[config.mk]
export PLATFORM = sky130hd
export DESIGN_NAME = alu_rotator_unit
export DESIGN_NICKNAME = d
export VERILOG_FILES = /design/src/rtl/alu_rotator_unit.sv
export SDC_FILE = /design/constraint.sdc
export NUM_CORES = 1
export LEC_CHECK = 0
export CAP_MARGIN = 0
export CORE_MARGIN = 10
export CORE_UTILIZATION = 30
export DETAILED_ROUTE_END_ITERATION = 10
export PLACE_DENSITY = 0.6
export SYNTH_ARGS = -nofsm -noshare
export SYNTH_HDL_FRONTEND = slang
export SYNTH_SLANG_ARGS = --single-unit
[constraint.sdc]
create_clock -name CLK -period 3.6 [get_ports CLK]
set_clock_uncertainty 0.05 [all_clocks]
set_input_delay 0.36 -clock CLK [delete_from_list [all_inputs] [get_ports CLK]]
set_output_delay 0.36 -clock CLK [all_outputs]
set_load 0.01 [all_outputs]
[src/rtl/alu_rotator_unit.sv]
// WIDTH-bit add/sub/rotate unit with C/V/Z/N flags, valid/ready accept and a one-cycle result strobe.
// Optional build macro SATURATE_EN: ADD/SUB clamp to signed limits on overflow.
module alu_rotator_unit #(
    parameter int unsigned WIDTH = 8
) (
    input  logic             CLK,
    input  logic             RST_N,
    input  logic             In_Valid,
    output logic             In_Ready,
    input  logic [2:0]       Control,
    input  logic [WIDTH-1:0] Input_1,
    input  logic [WIDTH-1:0] Input_2,
    output logic [WIDTH-1:0] Output,
    output logic [3:0]       Flags,
    output logic             Out_Valid
);

    localparam int unsigned CNT_W = $clog2(WIDTH);
    localparam int unsigned MSB   = WIDTH - 1;

    localparam logic [2:0] OP_ADD  = 3'b000;
    localparam logic [2:0] OP_SUB  = 3'b001;
    localparam logic [2:0] OP_ROL  = 3'b010;
    localparam logic [2:0] OP_ROR  = 3'b011;
    localparam logic [2:0] OP_LOAD = 3'b100;
    localparam logic [2:0] OP_ROL1 = 3'b101;
    localparam logic [2:0] OP_ROR1 = 3'b110;

`ifdef SATURATE_EN
    localparam logic [WIDTH-1:0] SAT_POS = {1'b0, {(WIDTH-1){1'b1}}};
    localparam logic [WIDTH-1:0] SAT_NEG = {1'b1, {(WIDTH-1){1'b0}}};
`endif

    typedef enum logic {IDLE, BUSY} state_t;

    state_t           state, state_nxt;
    logic [WIDTH-1:0] out_nxt;
    logic [3:0]       flags_nxt;
    logic             out_valid_nxt;
    logic [CNT_W-1:0] cnt, cnt_nxt;
    logic [WIDTH-1:0] work, work_nxt;
    logic             dir, dir_nxt;

    logic [CNT_W-1:0] amt;
    logic [WIDTH:0]   sum, diff;
    logic [WIDTH-1:0] arith_res;
    logic             arith_c, arith_v;
    logic [WIDTH-1:0] work_rot;
    logic             work_wrap;

    function automatic logic [3:0] flags_of(input logic [WIDTH-1:0] r,
                                            input logic cf, input logic vf);
        return {cf, vf, (r == '0), r[MSB]};
    endfunction

    assign In_Ready = (state == IDLE);
    assign amt      = Input_2[CNT_W-1:0];
    assign sum      = {1'b0, Input_1} + {1'b0, Input_2};
    assign diff     = {1'b0, Input_1} - {1'b0, Input_2};

    // dir: 0 rotates left, 1 rotates right (matches Control[0] of ROL/ROR)
    assign work_rot  = dir ? {work[0], work[MSB:1]} : {work[MSB-1:0], work[MSB]};
    assign work_wrap = dir ? work[0] : work[MSB];

    // Shared add/sub datapath; carry and overflow always come from the raw result
    always_comb begin
        arith_res = '0;
        arith_c   = 1'b0;
        arith_v   = 1'b0;
        if (Control == OP_SUB) begin
            arith_res = diff[MSB:0];
            arith_c   = diff[WIDTH];
            arith_v   = (Input_1[MSB] != Input_2[MSB]) && (diff[MSB] != Input_1[MSB]);
        end else begin
            arith_res = sum[MSB:0];
            arith_c   = sum[WIDTH];
            arith_v   = (Input_1[MSB] == Input_2[MSB]) && (sum[MSB] != Input_1[MSB]);
        end
`ifdef SATURATE_EN
        if (arith_v) begin
            arith_res = Input_1[MSB] ? SAT_NEG : SAT_POS;
        end
`endif
    end

    always_comb begin
        state_nxt     = state;
        out_nxt       = Output;
        flags_nxt     = Flags;
        out_valid_nxt = 1'b0;
        cnt_nxt       = cnt;
        work_nxt      = work;
        dir_nxt       = dir;

        case (state)
            IDLE: begin
                if (In_Valid) begin
                    out_valid_nxt = 1'b1;
                    case (Control)
                        OP_ADD, OP_SUB: begin
                            out_nxt   = arith_res;
                            flags_nxt = flags_of(arith_res, arith_c, arith_v);
                        end
                        OP_ROL, OP_ROR: begin
                            if (amt == '0) begin
                                out_nxt   = Input_1;
                                flags_nxt = flags_of(Input_1, 1'b0, 1'b0);
                            end else begin
                                out_valid_nxt = 1'b0;
                                work_nxt      = Input_1;
                                cnt_nxt       = amt;
                                dir_nxt       = Control[0];
                                state_nxt     = BUSY;
                            end
                        end
                        OP_LOAD: begin
                            out_nxt   = Input_1;
                            flags_nxt = flags_of(Input_1, 1'b0, 1'b0);
                        end
                        OP_ROL1: begin
                            out_nxt   = {Output[MSB-1:0], Output[MSB]};
                            flags_nxt = flags_of({Output[MSB-1:0], Output[MSB]}, Output[MSB], 1'b0);
                        end
                        OP_ROR1: begin
                            out_nxt   = {Output[0], Output[MSB:1]};
                            flags_nxt = flags_of({Output[0], Output[MSB:1]}, Output[0], 1'b0);
                        end
                        default: begin
                            out_nxt   = '0;
                            flags_nxt = '0;
                        end
                    endcase
                end
            end
            BUSY: begin
                work_nxt = work_rot;
                cnt_nxt  = cnt - CNT_W'(1);
                if (cnt == CNT_W'(1)) begin
                    out_nxt       = work_rot;
                    flags_nxt     = flags_of(work_rot, work_wrap, 1'b0);
                    out_valid_nxt = 1'b1;
                    state_nxt     = IDLE;
                end
            end
            default: state_nxt = IDLE;
        endcase
    end

    always_ff @(posedge CLK or negedge RST_N) begin
        if (!RST_N) begin
            state     <= IDLE;
            Output    <= '0;
            Flags     <= '0;
            Out_Valid <= 1'b0;
            cnt       <= '0;
            work      <= '0;
            dir       <= 1'b0;
        end else begin
            state     <= state_nxt;
            Output    <= out_nxt;
            Flags     <= flags_nxt;
            Out_Valid <= out_valid_nxt;
            cnt       <= cnt_nxt;
            work      <= work_nxt;
            dir       <= dir_nxt;
        end
    end

endmodule

[Word-level counts from Yosys, hierarchy flattened]
Index checks and enable logic that the tools add are counted.
Word-level totals
  register bits: 26
  input bits: 22
  output and inout bits: 14
Cells by class
  $add $sub $neg: 3
  equal/unequal tests: 16
  mux-type cells: 33
  bitwise logic cells: 2
  reductions and logical operators: 14
Operator list (number)
  two-way mux 8 bit: 8
  logical NOT 8 bit: 5
  one-hot mux 8 bit (5 select lines): 1
  one-hot mux 8 bit (2 select lines): 2
  one-hot mux 4 bit (5 select lines): 1
  two-way mux 4 bit: 3
  two-way mux 1 bit: 11
  adder 8 x 8 -> 9 bit: 1
  == test 3 bit, second input constant: 3
  two-way mux 3 bit: 3
  subtractor 8 x 8 -> 9 bit: 1
  one-hot mux 4 bit (2 select lines): 1
  == test 3 x 1 -> 1 bit, second input constant: 2
  == test 3 x 2 -> 1 bit, second input constant: 2
  logical NOT 3 bit: 2
  one-hot mux 3 bit (2 select lines): 1
  AND reduction 3 bit: 2
  != test 2 x 1 -> 1 bit, second input constant: 2
  != test 2 bit, second input constant: 2
  one-hot mux 1 bit (2 select lines): 2
  AND reduction 4 bit: 1
  OR reduction 2 bit: 2
  != test 1 bit: 3
  != test 3 bit, second input constant: 1
  other kinds (4): 6

[Depth between registers and ports, before layout]
  depth in word-level cells: 7
  mapped depth: 11
  mapped depth without buffers: 11

[Worst setup path after synthesis]
No wires, ideal clock.
  kind: in2reg
  from: in Input_1[0]
  to: reg Output[6]
  setup time: 0.126 ns
  data arrival time: 1.996 ns
  required time: 3.424 ns
  path slack: 1.429 ns
  cell stages on the path: 11
  path buffers: 0
  cell sequence: inv_1 ha_1 inv_1 fa_1 nand3_1 nand2_1 a211oi_1 o32ai_1 xor2_1 a221oi_1 o21ai_1
On the way
  longest elaborated chain between the ends: 5
  elaborated cells on any way between the ends: 6
Ends and longest elaborated chain
  start: declaration: RTL line 11  | input logic [WIDTH-1:0] Input_1,
  adder 8 x 8 -> 9 bit / subtractor 8 x 8 -> 9 bit (equally long branches): RTL line 58, 59
  two-way mux 8 bit *: RTL line 70  | if (Control == OP_SUB) begin
  one-hot mux 8 bit (5 select lines) *: RTL line 99  | case (Control)
  two-way mux 8 bit *: RTL line 97  | if (In_Valid) begin
  one-hot mux 8 bit (2 select lines) *: RTL line 95  | case (state)
  end signal: assignment: RTL line 160  | Output <= out_nxt;
  end: declaration: RTL line 13  | output logic [WIDTH-1:0] Output,
Mark *: on every way between the ends. The rest lies on a longest branch, timed or not. The select of a mux whose other input is x is not followed.
A chain may end at the register's enable or synchronous reset.

[Final worst setup path]
  from: in Input_1[0]
  to: reg Flags[1]
On the way
  longest elaborated chain between the ends: 6
  elaborated cells on any way between the ends: 9
Ends and longest elaborated chain
  adder 8 x 8 -> 9 bit / subtractor 8 x 8 -> 9 bit (equally long branches): RTL line 58, 59
  two-way mux 8 bit: RTL line 70
  logical NOT 8 bit: RTL line 53  | return {cf, vf, (r == '0), r[MSB]};
  one-hot mux 4 bit (5 select lines) *: RTL line 99
  two-way mux 4 bit *: RTL line 97
  one-hot mux 4 bit (2 select lines) *: RTL line 95
  end signal: assignment: RTL line 161  | Flags <= flags_nxt;
  end: declaration: RTL line 14  | output logic [3:0] Flags,
Marks and branches as above.

==> out/results.tsv <==
stage	metric	value	unit
power	power.density	549.8	mW/mm2
final_layout	utilization	0.3685	
power	finalPower	1.681	mW
timing	hold_viol	0	
timing	worst_slack	0.8375	ns
flow_run	max-cap-violations	0	
floorplanning	design.core.area	0.008299	mm2
routing	drc	0	
power	ir_worst_vdd	0.3006	mV
synth	synth_flop_cell	dfrtp_1	
synth	syn-cell-area	0.002587	mm2
clock_network	cts.sinks	25	
clock_network	cts.repair.resized	0	
final_layout	drive_above_1_share	0.07324	
grt	grt_start_max_net_pins	29	
clock_network	cts.hold.buffers_added	0	
grt	grt_overflow	0	
synth	syn_nets	376	
synth	seq_area_frac_synth	0.2418	
floorplanning	die_x	112.9	um
synth	synth_cell_type_count	54	
clock_network	cts_tree	built	
power	pwr-share-comb	0.548	
synth	yosys_warnings	0	
final_layout	syn_to_final_growth	18.18	%
critical_path	reg2reg_setup_slack	1.47	ns
synth	synth-edff-count	0	
power	seq_power_share	0.350	
critical_path	cp_max_fo	4	
placement	io_buffers	35	
routing	dr.pass1.iters	5	
clock_network	cts_buffers	3	
critical_path	worstSetupStartpoint	Input_1[0]	
final_layout	final_cell_mix	35 x a21oi_1, 35 x clkdlybuf4s50_1, 32 x nor2_1	
placement	dp_hpwl	6.021	mm
timing	fin_crit	2.763	ns
timing	drv_slew	0	
critical_path	crit_arrival	2.90	ns
grt	grt_pass1_wl	12.80	mm
routing	vias	2549	
timing	setup_violations	0	
timing	worstMarginPinSlew	0.6421	ns
floorplanning	io_pins	36	
synth	ys_async_sr_fraction	1.000	
power	switchingPower	751.9	uW
clock_network	cts_setup_buffers	0	
grt	grt_use_total	0.1177	
clock_network	clk_latency	0.27	ns
min_path	holdCritPathClass	input port to async pin	
power	p_clk_frac	0.102	
routing	via_per_inst	5.541	
floorplanning	rows	33	
clock_network	clkTransAtPathRegs	0.09	ns
routing	avgRoutedWirePerCell	16.90	um
clock_network	htreeDepth	1	
final_layout	final_cell_area	0.003058	mm2
routing	routed_wl	7.773	mm
critical_path	critical_path_class	input port to flop	
floorplanning	start_util	0.3118	
timing	rsz0062_at_grt	no	
critical_path	r2r_start	state	
placement	place.gp.congestion	0.8808	
timing	fmax	362.0	MHz
routing	drt.antenna.violating_nets	0	
floorplanning	die_h	112.9	um
final_layout	final_nets	399	
floorplanning	die-area	0.01274	mm2
placement	pre_cts_ws	0.5854	ns
synth	syn_avg_cell_area	7.770	um2
timing	min_period_over_period	0.7674	
clock_network	cts_root_buf	clkbuf_8	
power	p_int	929.4	uW
critical_path	cp.required	3.74	ns
final_layout	diodes	0	
critical_path	rr_endpoint	Output[3]	
power	switching_share	0.4472	
grt	grt_pass1_vias	2462	
timing	finalSetupTns	0	ns
synth	ys_ff_latch	25	
placement	placed_area	0.003013	mm2
routing	drtIter0Drc	239	
power	leakage	1.261	nW
timing	slew_headroom	0.5699	
critical_path	worstSetupStartpointType	input port	
critical_path	rr_worst_depth	6	
synth	syn_inst	333	
critical_path	cp-end-kind	flop	
clock_network	cts_buffer_depth	2	
status	status	finished, final reports clean	
grt	antenna_found_initial	0	
-- final cells by class --
class                      count  area [um2]
multi-input combinational    260        1763
sequential                    25       625.6
timing repair buffer          42       402.9
clock buffer                   4       45.04
inverter                      24       90.09
fill                         862        5241
tap                          105       131.4
-- through the flow --
step / instances / hold WS [ns]
5_1_grt: 460 / 0.4465
6_report: 460 / 0.4038
2_1_floorplan: 333 / 0.01441
3_3_place_gp: 456 / 0.4328
4_1_cts: 460 / 0.4276
3_5_place_dp: 456 / 0.4490
-- power groups by stage --
stage          clock (mW)  combinational [mW]  sequential [mW]
4_1_cts             0.176               0.923            0.585
3_3_place_gp            0               0.911            0.585
3_5_place_dp            0               0.916            0.590
2_1_floorplan           0               0.611            0.535
5_1_grt             0.190                1.02            0.611
6_report            0.171               0.921            0.589
-- registers in the layout, indices dropped and copies added (netlist names) --
register,flops
Out_Valid,1
cnt,3
Flags,4
state,1
dir,1
Output,7
work,8
-- cells in the mapped netlist (all sizes together) (2+ instances only) --
library cell | n | area, um2
a211oi | 3 | 22.52
a21o | 2 | 15.01
a21oi | 35 | 175.2
a221oi | 4 | 41.29
a31oi | 7 | 50.05
buf | 9 | 52.55
clkbuf | 15 | 56.30
dfrtp | 25 | 625.6
fa | 2 | 40.04
ha | 19 | 237.7
inv | 24 | 90.08
mux2 | 10 | 112.6
mux2i | 12 | 120.1
nand2 | 31 | 116.4
nand3 | 4 | 20.02
nand3b | 3 | 22.52
nand4 | 3 | 18.77
nor2 | 32 | 120.1
nor2b | 7 | 43.79
nor3 | 6 | 35.03
nor3b | 3 | 38.79
nor4 | 7 | 43.79
o2111ai | 3 | 26.28
o211ai | 7 | 52.55
o21a | 2 | 15.01
o21ai | 28 | 140.1
o31a | 2 | 17.52
o31ai | 3 | 27.52
or3b | 2 | 17.52
xnor2 | 9 | 78.83
xor2 | 3 | 26.28
-- worst max-delay path, stage by stage --
cell and delay, ns:
clkdlybuf4s50_1 0.51, ha_1 0.28, fa_1 0.42, nor2b_1 0.16, o21ai_0 0.21, a21oi_1 0.14
o31ai_1 0.31, xnor2_1 0.17, nand4_1 0.12, a221oi_2 0.23
-- worst max-delay path by stage --
stage	end
4_1_cts	Flags[1]
5_1_grt	Flags[1]
3_3_place_gp	Output[6]
2_1_floorplan	Output[6]
6_report	Flags[1]
3_5_place_dp	Output[6]
-- routing by layer --
layer / global-route usage / vias to the layer above / wire length, um
met5: 0 / - / 0
met1: 0.1623 / 1200 / 3714
li1: - / 1227 / -
met4: 0.01777 / 0 / 49
met3: 0.02747 / 10 / 526
met2: 0.1847 / 112 / 3482
-- cell families (layout without fill, tap and decap cells) --
logic type	Yosys count	count (layout)	share of synthesized area
AOI/OAI and AO/OA	102	102	0.2452
xor gates and xnor gates	12	12	0.04062
adders and majority gates	21	21	0.1074
buffers and inverters	48	70	0.07688
DFF	25	25	0.2418
muxes	22	22	0.08994
and+or+nand+nor	103	103	0.1983
(Power assumes the default switching activity.)
==> patch 1 (config.mk and constraints unchanged) <==
Make the reset (`RST_N`) synchronous in one clocked block.
--- a/src/rtl/alu_rotator_unit.sv
+++ b/src/rtl/alu_rotator_unit.sv
@@ -146,7 +146,7 @@
         endcase
     end
 
-    always_ff @(posedge CLK or negedge RST_N) begin
+    always_ff @(posedge CLK) begin
         if (!RST_N) begin
             state     <= IDLE;
             Output    <= '0;
Check against the original RTL: differs if RST_N is asserted again (counterexample within 4 cycles, from zero or initial values and one cycle with RST_N low); with RST_N held inactive, the same outputs for 10 cycles.
==> patch 1 against the original RTL <==
Worst setup slack got worse by 53 ps. Critical endpoint is now Flags[1]. Routed wire length up 0.90%. Design area decreased by 1.2%. Sequential share of layout area down 3.9 points. Sequential cell count is the same. Die area decreased by 1.6%. First-iteration DRC count is 7.5% lower. Highest routed layer unchanged. Synthesized area down 1.9%.
Power is not compared: it rests on default switching activity, and its combinational part moved more than twofold at a synthesized area within 25%.
==> patch 1: results (changes against the original RTL) <==
stage	metric	value	unit	change
grt	grt_start_max_net_pins	36		+24%
final_layout	final_nets	398		-0.25%
setup_path	cp.arrival	2960	ps	+60 ps
outcome	status	finished clean		
synthesis	synthTopCellsByCount	nand2_1 (35), dfxtp_1 (25), mux2i_1 (20), nor2_1 (20), o21ai_0 (20)		
timing	relSlewSlack	64.7	%	+7.7 points
power_and_ir_drop	leakage	0.00124	uW	
detailed_routing	via_per_inst	5.66		+2.1%
detailed_routing	firstDrtPassIters	5		unchanged
synthesis	synth_cell_types	58		+7.4%
place	hpwl	6020	um	about the same
clocking	clkLatencyLatePin	290	ps	+20 ps
clocking	numCtsBuffers	3		unchanged
min_path	holdPathStages	2		
grt	globalRouteTotalUtil	12.2	%	+0.41 points
setup_path	reg2regPathDepth	6		unchanged
detailed_routing	drt_first_iter_violations	221		-7.5%
clocking	postCtsResizedCells	0		unchanged
min_path	hp-start	Flags[2]		
power_and_ir_drop	vdd_drop_max	0.000131	V	
synthesis	synthFlopType	dfxtp_1		
synthesis	synthMuxAreaShare	10.5	%	+1.6 points
min_path	min_to	Flags[2]		
setup_path	crit_fanout	9		+5
grt	grt_pass1_vias	2510		+1.9%
setup_path	rr_endpoint	Flags[1]		
synthesis	synth_async_sr_flop_share	0	%	-100 points
setup_path	reg2reg_slack	1430	ps	-40 ps
final_layout	antennaDiodeCount	0		unchanged
min_path	hold_class	reg2reg		
synthesis	synth_fp_nets	375		-0.27%
synthesis	synth_compound_area_share	28.0	%	+3.5 points
setup_path	r2r_start	state		
synthesis	yosysSeqAreaShare	19.7	%	-4.5 points
final_layout	largestRegisters	work x8, Output x7, Flags x4		
clocking	cts-root-buf	clkbuf_8		
grt	antenna_found_initial	0		unchanged
place	gp_congestion	0.862		-2.2%
grt	grt_pass1_wl	13100	um	+2.7%
setup_path	max_stage_delay	530	ps	+20 ps
clocking	h-tree-depth	1		unchanged
setup_path	crit_slowest_cell	clkdlybuf4s50_1		
synthesis	ys.warnings.count	0		unchanged
clocking	clk_pin_slew	110	ps	+20 ps
synthesis	synthAdderAreaFrac	10.9	%	+0.21 points
detailed_routing	routed_wl	7840	um	+0.90%
synthesis	synth_area_leaders	dfxtp_1 (20%), ha_1 (9.4%), mux2i_1 (7.9%), nand2_1 (5.2%), o21ai_0 (3.9%)		
timing	whs	425	ps	+21.7 ps
place	numPortBuffers	35		unchanged
final_layout	layout-drive-gt1-share	7.06	%	-0.26 points
synthesis	synth_xor_area_share	2.76	%	-1.3 points
patch 1: changes by cell type in the layout (fill, tap and decap cells not counted), moves of 5 or more:
cell and delta:
dfrtp_1 -25, a21oi_1 -24, o21ai_1 -12, dfxtp_1 +25, and3_1 +5, a22oi_1 +6
and2_1 +10, nand3_1 +6, mux2i_1 +8, o22ai_1 +8, nor2_1 -12
patch 1: final cells by class:
cell class                 count  area [um^2]
sequential                    25          500
clock buffer                   3         41.3
timing repair buffer          44          418
inverter                      19         71.3
tap                          105          131
multi-input combinational    262         1850
fill                         893         5190
clock inverter                 1         7.51
patch 1: stage by stage:
step / worst slack, ps / utilization [%] / std cells / power (uW) / instance area (um^2)
final: 784 / 36.8 / 459 / 839 / 3020
after global routing: 617 / 36.8 / 459 / 890 / 3020
after CTS: 795 / 36.8 / 459 / 843 / 3020
after detailed placement: 501 / 36.2 / 455 / 659 / 2970
after global placement: 560 / 36.2 / 455 / 655 / 2970
after floorplan: 1240 / - / 332 / 535 / 2540
patch 1: per-layer routing:
metal,wire (um),track usage (%)
met3,636,3.01
met2,3510,19.8
met1,3670,16.3
met5,0,0
met4,32,1.52
patch 1: report_power, final:
group          switching, uW  internal (uW)
Sequential              25.2            296
Clock                    105           78.9
Combinational            179            156
patch 1: worst max-delay path by stage:
| stage | startpoint | to | slack [ps] |
|---|---|---|---|
| after CTS | Input_1[3] | Flags[1] | 790 |
| after global placement | Input_2[2] | Flags[1] | 560 |
| after floorplan | Input_2[2] | Flags[1] | 1240 |
| final | Input_1[3] | Flags[1] | 780 |
| after global routing | Input_1[4] | Flags[1] | 620 |
| after detailed placement | Input_1[3] | Flags[1] | 500 |
==> patch 2 (same flow settings) <==
Made on the original files. The option `SATURATE_EN` is turned on by a define.
--- a/src/rtl/alu_rotator_unit.sv
+++ b/src/rtl/alu_rotator_unit.sv
@@ -1,5 +1,7 @@
 // WIDTH-bit add/sub/rotate unit with C/V/Z/N flags, valid/ready accept and a one-cycle result strobe.
 // Optional build macro SATURATE_EN: ADD/SUB clamp to signed limits on overflow.
+`define SATURATE_EN
+
 module alu_rotator_unit #(
     parameter int unsigned WIDTH = 8
 ) (
Behaviour: not the same (Yosys sat finds a counterexample within 4 cycles, from zero or initial values and one cycle with RST_N low).
==> patch 2 against the original RTL <==
Total power increased by 7.3%. Largest power group unchanged. Utilization up 0.75 points. Routed wire length grew 13%. Synthesized area up 5.9%. Design area rose by 8.3%. Sequential cell count is the same. Worst setup slack got worse by 350 ps. Critical path depth did not move. Global-route usage is 1.2 points higher. Via count increased by 8.8%.
==> patch 2: results (changes against the original RTL) <==
stage	metric	value	unit	change
outcome	status	finished clean		
grt	grt_pass1_vias	2671		+8.5%
timing	relSlewSlack	51.3	%	-5.7 points
synthesis	synth_fp_nets	396		+5.3%
setup_path	r2r_start	state		
final_layout	nFillCells	922		+7.0%
final_layout	largestRegisters	work x8, Output x7, Flags x4		
power_and_ir_drop	vdd_drop_max	0.000187	V	-38%
min_path	hold_class	in2async		
final_layout	layout-drive-gt1-share	10.3	%	+3.0 points
detailed_routing	routed_wl	8810	um	+13%
detailed_routing	drt_first_iter_violations	248		+3.8%
power_and_ir_drop	p_per_area	545	nW/um^2	-0.89%
grt	globalRouteTotalUtil	13.0	%	+1.2 points
place	place_ws	228	ps	-358 ps
place	gp_congestion	0.902		+2.4%
final_layout	multiInputCombCellCount	286		+10%
setup_path	cp.arrival	3250	ps	+350 ps
detailed_routing	firstDrtPassIters	5		unchanged
final_layout	clock_area_share	1.40	%	-0.075 points
synthesis	synthTopCellsByCount	nand2_1 (39), o21ai_0 (37), nor2_1 (27)		
final_layout	antennaDiodeCount	0		unchanged
clocking	cts_buffer_depth	2		unchanged
clocking	h-tree-depth	1		unchanged
grt	grt_pass1_wl	14100	um	+10%
place	placed_cell_area	3260	um^2	+8.3%
place	numPortBuffers	35		unchanged
final_layout	layout.nonclk_buf_share	14.9	%	+1.7 points
place	dp.cells	493		+8.1%
grt	grt_start_max_net_pins	26		-10%
detailed_routing	via_per_inst	5.58		+0.69%
final_layout	final_nets	432		+8.3%
detailed_routing	routedWlPerCell	17.7	um	+4.8%
synthesis	avgSynthCellArea	7.74	um^2	-0.38%
clocking	numClockSinks	25		unchanged
final_layout	seq_area	626	um^2	unchanged
synthesis	yosysSeqAreaShare	22.8	%	-1.3 points
synthesis	synthFlopType	dfrtp_1		
synthesis	synth_cell_types	58		+7.4%
final_layout	n_all_inverters	20		-17%
synthesis	synth_area_leaders	dfrtp_1 (23%), ha_1 (8.2%), o21ai_0 (6.8%), mux2i_1 (5.5%), nand2_1 (5.3%)		
power_and_ir_drop	leakage	0.00141	uW	+12%
final_layout	signal_buffers	54		+29%
place	hpwl	6880	um	+14%
grt	antenna_found_initial	0		unchanged
setup_path	crit_start	Input_2[2]		
final_layout	multi_input_area_share	58.5	%	+0.81 points
setup_path	crit_fanout	7		+3
power_and_ir_drop	p_int	992	uW	+6.7%
## patch 2: cell count changes in the layout (fill, tap and decap cells not counted), moves of 5 or more
cell and change:
a21oi_1 -13, a22oi_1 +6, buf_4 +12, nand2_1 +8, nand2b_1 +12, nand3_1 +8, nor2_1 -5, o211ai_1 -6
o21ai_0 +21, o21ai_1 -12
## patch 2: worst max-delay path: stages
cell	delay, ps
clkdlybuf4s50_1	540
inv_1	60
ha_1	350
nor2_1	60
a221o_1	420
a221oi_4	430
and3_4	280
o32ai_2	110
a221o_1	400
a221oi_2	240
## patch 2: logic make-up after synthesis
group / Yosys count / synth area share [%]
AOI/OAI and AO/OA: 108 / 26.8
DFF: 25 / 22.8
and+or+nand+nor: 126 / 22.7
muxes: 20 / 7.53
buffers and inverters: 43 / 6.67
adders and majority gates: 20 / 9.68
xor gates and xnor gates: 12 / 3.84
## patch 2: routing by layer
layer	part of all wire (%)	global-route usage [%]	vias up	wire (um)
li1	-	-	1346	-
met1	47	18.3	1295	4100
met2	44	19.7	123	3870
met3	8.5	3.36	9	747
met4	1.0	1.94	0	89
met5	0	0	-	0
## patch 2: power by group through the flow
stage | sequential (uW) | combinational [uW] | clock, uW
finish | 616 | 1020 | 172
global route | 641 | 1130 | 191
CTS | 614 | 1010 | 178
detailed placement | 619 | 1010 | 0
global placement | 613 | 997 | 0
floorplan | 557 | 657 | 0
## patch 2: final timing paths
path,slack [ps],cells after the start,to
worst max-delay path,490,10,Output[0]
worst min-delay path,410,2,Output[4]
worst max register to register,1080,5,Output[5]
worst min register to register,480,1,cnt[0]
max in group asynchronous,2830,2,work[4]
min in group CLK,480,1,cnt[0]
